<file path="config.mk">
export PLATFORM = sky130hd
export DESIGN_NAME = spike_packetizer
export DESIGN_NICKNAME = d
export VERILOG_FILES = /design/src/rtl/spike_packetizer.sv
export SDC_FILE = /design/constraint.sdc
export NUM_CORES = 1
export LEC_CHECK = 0
export ABC_AREA = 1
export CORE_MARGIN = 2
export CORE_UTILIZATION = 60
export CTS_BUF_LIST = sky130_fd_sc_hd__clkbuf_4
export DETAILED_ROUTE_END_ITERATION = 10
export GPL_ROUTABILITY_DRIVEN = 0
export PLACE_DENSITY = 0.87
export SETUP_SLACK_MARGIN = 0.4
export SLEW_MARGIN = 5
export SYNTH_ARGS = -nofsm -noshare
export SYNTH_HDL_FRONTEND = slang
export SYNTH_SLANG_ARGS = --single-unit
</file>
<file path="constraint.sdc">
create_clock -name clk -period 5.6 [get_ports clk]
set_clock_uncertainty 0.15 [all_clocks]
set_input_delay 1.12 -clock clk [delete_from_list [all_inputs] [get_ports clk]]
set_output_delay 1.12 -clock clk [all_outputs]
set_load 0.05 [all_outputs]
</file>
<file path="src/rtl/spike_packetizer.sv">
// Spike event packetizer: stamps each event with its delivery slot, buffers it in a FIFO and
// presents it to the router through a registered output slot, dropping entries that go stale.
module spike_packetizer #(
    parameter int unsigned N_COUNT     = 256,
    parameter int unsigned GRANULARITY = 4,
    parameter int unsigned PKT_SIZE    = 32,
    parameter int unsigned DEPTH       = 8,
    localparam int unsigned AW         = $clog2(N_COUNT),
    localparam int unsigned TW         = $clog2(GRANULARITY)
) (
    input  logic                clk,
    input  logic                rst_n,
    input  logic                tick,
    input  logic                spike_valid,
    output logic                spike_ready,
    input  logic [AW-1:0]       spike_axon,
    input  logic [TW-1:0]       spike_delay,
    input  logic [7:0]          spike_cycles,
    output logic [PKT_SIZE-1:0] pkt_out,
    output logic                pkt_valid,
    input  logic                pkt_ready,
    output logic [15:0]         late_drops,
    output logic [TW-1:0]       tick_ptr
);
    localparam int unsigned TW_D = $clog2(DEPTH);

    logic [PKT_SIZE-1:0] mem_pkt    [DEPTH];
    logic [TW-1:0]       mem_remain [DEPTH];
    logic                mem_exp    [DEPTH];
    logic [TW_D:0]       wptr, rptr;

    logic [PKT_SIZE-1:0] out_pkt_q, out_pkt_d;
    logic [TW-1:0]       out_remain_q, out_remain_d;
    logic                out_valid_q, out_valid_d;
    logic                exp_out;

    logic                empty, full, head_exp, handover, drop_head, load, pop, push;
    logic [TW-1:0]       slot;
    logic [PKT_SIZE-1:0] new_pkt;
    logic [16:0]         drop_sum;
    logic [TW_D-1:0]     ridx, widx;

    assign ridx  = rptr[TW_D-1:0];
    assign widx  = wptr[TW_D-1:0];
    assign empty = (wptr == rptr);
    assign full  = (wptr[TW_D] != rptr[TW_D]) && (widx == ridx);

    assign head_exp  = !empty && mem_exp[ridx];
    assign handover  = out_valid_q && pkt_ready;
    assign drop_head = head_exp;
    assign load      = !empty && !head_exp && (!out_valid_q || handover);
    assign pop       = drop_head || load;
    // A pop in the same cycle frees the slot the push will land in.
    assign spike_ready = !full || pop;
    assign push        = spike_valid && spike_ready;

    assign slot    = tick_ptr + spike_delay;
    assign new_pkt = (PKT_SIZE'(slot) << (PKT_SIZE - GRANULARITY))
                   | (PKT_SIZE'(spike_axon) << 8)
                   | PKT_SIZE'(spike_cycles);

    always_comb begin
        out_valid_d  = out_valid_q && !handover;
        out_pkt_d    = out_pkt_q;
        out_remain_d = out_remain_q;
        exp_out      = 1'b0;
        if (load) begin
            out_valid_d  = 1'b1;
            out_pkt_d    = mem_pkt[ridx];
            out_remain_d = mem_remain[ridx];
        end
        // A packet handed over this cycle is already gone and never counts as late.
        if (tick && out_valid_d) begin
            if (out_remain_d == '0) begin
                out_valid_d = 1'b0;
                exp_out     = 1'b1;
            end else begin
                out_remain_d = out_remain_d - TW'(1);
            end
        end
    end

    assign drop_sum = {1'b0, late_drops} + 17'(drop_head) + 17'(exp_out);

    always_ff @(posedge clk) begin
        if (push) mem_pkt[widx] <= new_pkt;
    end

    always_ff @(posedge clk or negedge rst_n) begin
        if (!rst_n) begin
            for (int i = 0; i < int'(DEPTH); i++) begin
                mem_remain[i] <= '0;
                mem_exp[i]    <= 1'b0;
            end
        end else begin
            if (tick) begin
                for (int i = 0; i < int'(DEPTH); i++) begin
                    if (mem_remain[i] == '0) mem_exp[i] <= 1'b1;
                    else                     mem_remain[i] <= mem_remain[i] - TW'(1);
                end
            end
            if (push) begin
                mem_remain[widx] <= spike_delay;
                mem_exp[widx]    <= 1'b0;
            end
        end
    end

    always_ff @(posedge clk or negedge rst_n) begin
        if (!rst_n) begin
            wptr         <= '0;
            rptr         <= '0;
            out_valid_q  <= 1'b0;
            out_pkt_q    <= '0;
            out_remain_q <= '0;
            late_drops   <= '0;
            tick_ptr     <= '0;
        end else begin
            if (push) wptr <= wptr + 1'b1;
            if (pop)  rptr <= rptr + 1'b1;
            out_valid_q  <= out_valid_d;
            out_pkt_q    <= out_pkt_d;
            out_remain_q <= out_remain_d;
            late_drops   <= drop_sum[16] ? 16'hFFFF : drop_sum[15:0];
            tick_ptr     <= tick_ptr + TW'(tick);
        end
    end

    assign pkt_out   = out_pkt_q;
    assign pkt_valid = out_valid_q;

endmodule

</file>
==> flow_summary.json, run 1 <==
{
  "status": "complete, no violations",
  "cts_setup_buffers": 0,
  "via_per_inst": 5.67,
  "numPortBuffers": 60,
  "critPathArrivalTime_ps": 3530,
  "slowest_stage": "dfrtp_1",
  "yosys.area.top_type": "edfxtp_1",
  "core_area_um2": 15800,
  "ys_top_cells_by_count": "nand2_1 (158), edfxtp_1 (144), o21ai_0 (108), nor2_1 (81), dfrtp_1 (71)",
  "drt-pass1-iter-count": 5,
  "ys_seq_elements": 215,
  "ff_latch_area_um2": 6100,
  "cp.buffers_inverters": 2,
  "critPathRequiredTime_ps": 4330,
  "path_clk_slew_ps": 70,
  "finalHoldViolations": 0,
  "cts_tree": "done",
  "worstMarginPinSlew_ps": 1140,
  "dieArea_um2": 17000,
  "grt_pass1_vias": 6714,
  "netlist_area_um2": 9580,
  "cp-start-kind": "flip-flop",
  "area_delta_synth_final_pct": 13.5,
  "wire_per_inst_um": 17.0,
  "end_kind": "output port",
  "critPathTopFamily": "buffers and inverters",
  "clk_path_buf_depth": 3,
  "synth_area_leaders": "edfxtp_1 (45%), dfrtp_1 (19%), nand2_1 (6.2%), o21ai_0 (5.6%), nand3_1 (3.3%)",
  "tns_ps": 0,
  "worstPathCellList": "inv_1, nand3_2, nand2_4, nand4_2, clkdlybuf4s50_1",
  "insertion_delay_ps": 680,
  "io_pins": 75,
  "maxCapViolations": 0,
  "whs_ps": 341,
  "post-place-ws_ps": 1140,
  "routed_wl_mm": 21.1,
  "hold_path_class": "flip-flop to flip-flop",
  "yosys.area.top_type_share": 0.451,
  "p_leak_nw": 4.35,
  "ys_types": 34,
  "fin_ws_ps": 802,
  "grt_overflow": 0,
  "ctsResizeCount": 0,
  "crit_type": "flip-flop to output port",
  "fmax_ghz": 0.208,
  "first_iter_violations": 760,
  "fin_total_pwr_mw": 6.11,
  "clock-root-buffer": "clkbuf_4",
  "grtUsageTotal": 0.255,
  "synth_cells": 907,
  "antenna_found_initial": 1,
  "synth.most_common_cell": "nand2_1",
  "nets": 1008,
  "path_max_fanout": 24,
  "cts.sinks": 215,
  "start_util": 0.608,
  "finalCritPeriodShare": 0.857,
  "rsz0062_at_grt": "no",
  "synth-edff-count": 144,
  "p_per_area_nw_per_um2": 562,
  "setup_viol": 0,
  "final-max-slew-violation-count": 0,
  "grt_max_degree": 72,
  "fp.dieW_um": 130,
  "post-dp-hpwl_mm": 11.8,
  "slowest_delay_ps": 1100,
  "ant_nets": 0,
  "synth_area_per_cell_um2": 10.6,
  "ys_seq_area_frac": 0.637,
  "multi_input_comb_area_um2": 2870,
  "vias": 7035,
  "rows": 46,
  "drc": 0,
  "h-tree-depth": 2,
  "synth_warnings": 0,
  "synth_top_flop_cell": "edfxtp_1",
  "n_fill_cell": 1147,
  "cts_made_buffers": 53,
  "ir_drop_uv": 367,
  "drive_gt1_frac": 0.121,
  "ys_async_sr_fraction": 0.330,
  "relSlewSlack": 0.238,
  "die_h_um": 130,
  "finalCriticalPeriod_ps": 4800,
  "holdBufCountCts": 0,
  "grt_pass1_wl_mm": 33.1
}
==> metal layers <==
metal  GRT usage  part of all wire  up-vias
met4       0.128             0.028        0
met2       0.432              0.50      374
met1       0.316              0.38     3335
met5           0                 0        -
met3      0.0497             0.087       53
li1            -                 -     3273
==> final cells by class <==
cell class                 instances  area share
tap                              216      0.0249
antenna                            1    0.000230
inverter                          71      0.0245
clock inverter                    13     0.00529
sequential                       215       0.561
clock buffer                      86      0.0594
timing repair buffer              68      0.0605
multi-input combinational        570       0.264
==> flip-flops by register name, indices dropped and copies added, names as in the netlist, 2 cells and up <==
| register | flops |
|---|---|
| late_drops | 16 |
| mem_exp | 8 |
| mem_pkt | 144 |
| mem_remain | 16 |
| out_remain_q | 2 |
| pkt_out | 18 |
| rptr | 4 |
| tick_ptr | 2 |
| wptr | 4 |
==> logic make-up (layout without fill, tap and decap cells) <==
group / Yosys count / after routing / share of synthesized area
adder cells (fa/ha/maj): 6 / 6 / 0.00862
AND/OR/NAND/NOR: 347 / 347 / 0.162
other: 1 / 15 / 0.000391
AO/OA/AOI/OAI: 187 / 187 / 0.109
buffers and inverters: 135 / 238 / 0.0688
XOR/XNOR: 16 / 16 / 0.0146
flip-flops: 215 / 215 / 0.637
==> worst register-to-register path: stages, from the launching register on <==
cell and delay [ps]:
dfrtp_1 1100, inv_1 470, nand3_2 240, nand2_4 90, nand3_4 90, inv_2 170
o21ai_2 240, nand2_1 100, fa_1 380, inv_1 90, ha_1 180, nand3_1 120
nor2_1 170, nand3_1 170, inv_1 130, nand3_1 230, o21ai_0 160, a21o_1 110
==> final timing paths <==
path,from,to,slack [ps],depth (start not counted)
worst min-delay path,pkt_out[12],pkt_out[12],340,1
worst max-delay path,rptr[2],spike_ready,800,5
max in group asynchronous,rst_n,mem_remain[13],4170,1
worst max register to register,rptr[2],late_drops[9],1150,17
worst min register to register,pkt_out[12],pkt_out[12],340,1
min in group asynchronous,rst_n,pkt_out[4],430,1
==> cells in the final DEF (no fill, tap or decap), drive strengths merged <==
| cell | Yosys | final |
|---|---|---|
| xnor2 | 3 | 3 |
| xor2 | 13 | 13 |
| and2 | 8 | 8 |
| nand2 | 159 | 159 |
| nand3 | 76 | 76 |
| ha | 5 | 5 |
| buf | 43 | 9 |
| conb | 1 | 14 |
| diode | 0 | 1 |
| nand4 | 4 | 4 |
| or2 | 5 | 5 |
| edfxtp | 144 | 144 |
| nor2 | 81 | 81 |
| fa | 1 | 1 |
| clkinv | 0 | 11 |
| clkinvlp | 0 | 2 |
| clkbuf | 21 | 86 |
| nand3b | 2 | 2 |
| inv | 71 | 71 |
| nor3 | 11 | 11 |
| clkdlybuf4s50 | 0 | 59 |
| o22ai | 36 | 36 |
| a31oi | 8 | 8 |
| nor4 | 1 | 1 |
| o21ai | 109 | 109 |
| a21oi | 14 | 14 |
| a21o | 2 | 2 |
| o21a | 18 | 18 |
| dfrtp | 71 | 71 |
==> through the flow <==
step                       util  instances  instance area (um^2)
after floorplan               -        920                  9630
after global placement    0.645       1140                 10200
after detailed placement  0.645       1140                 10200
after CTS                 0.689       1239                 10900
after global routing      0.689       1240                 10900
final                     0.689       1240                 10900
==> power breakdown <==
group | total [mW] | internal, mW | switching, mW
Clock | 1.32 | 0.695 | 0.622
Sequential | 2.33 | 2.07 | 0.260
Combinational | 2.46 | 0.791 | 1.67
Total | 6.11 | 3.56 | 2.55
No activity file was read; power rests on OpenSTA's default activity.
==> run 2, diff against run 1 <==
Settings changed: GPL_ROUTABILITY_DRIVEN 0 to 1.
==> results of run 2 <==
Same layout as run 1: the final DEF is identical, and so are final timing and power.
==> run 3, diff against run 2 <==
Settings changed: SLEW_MARGIN 5 to default.
==> results of run 3 <==
Same layout as run 1: the final DEF is identical, and so are final timing and power.
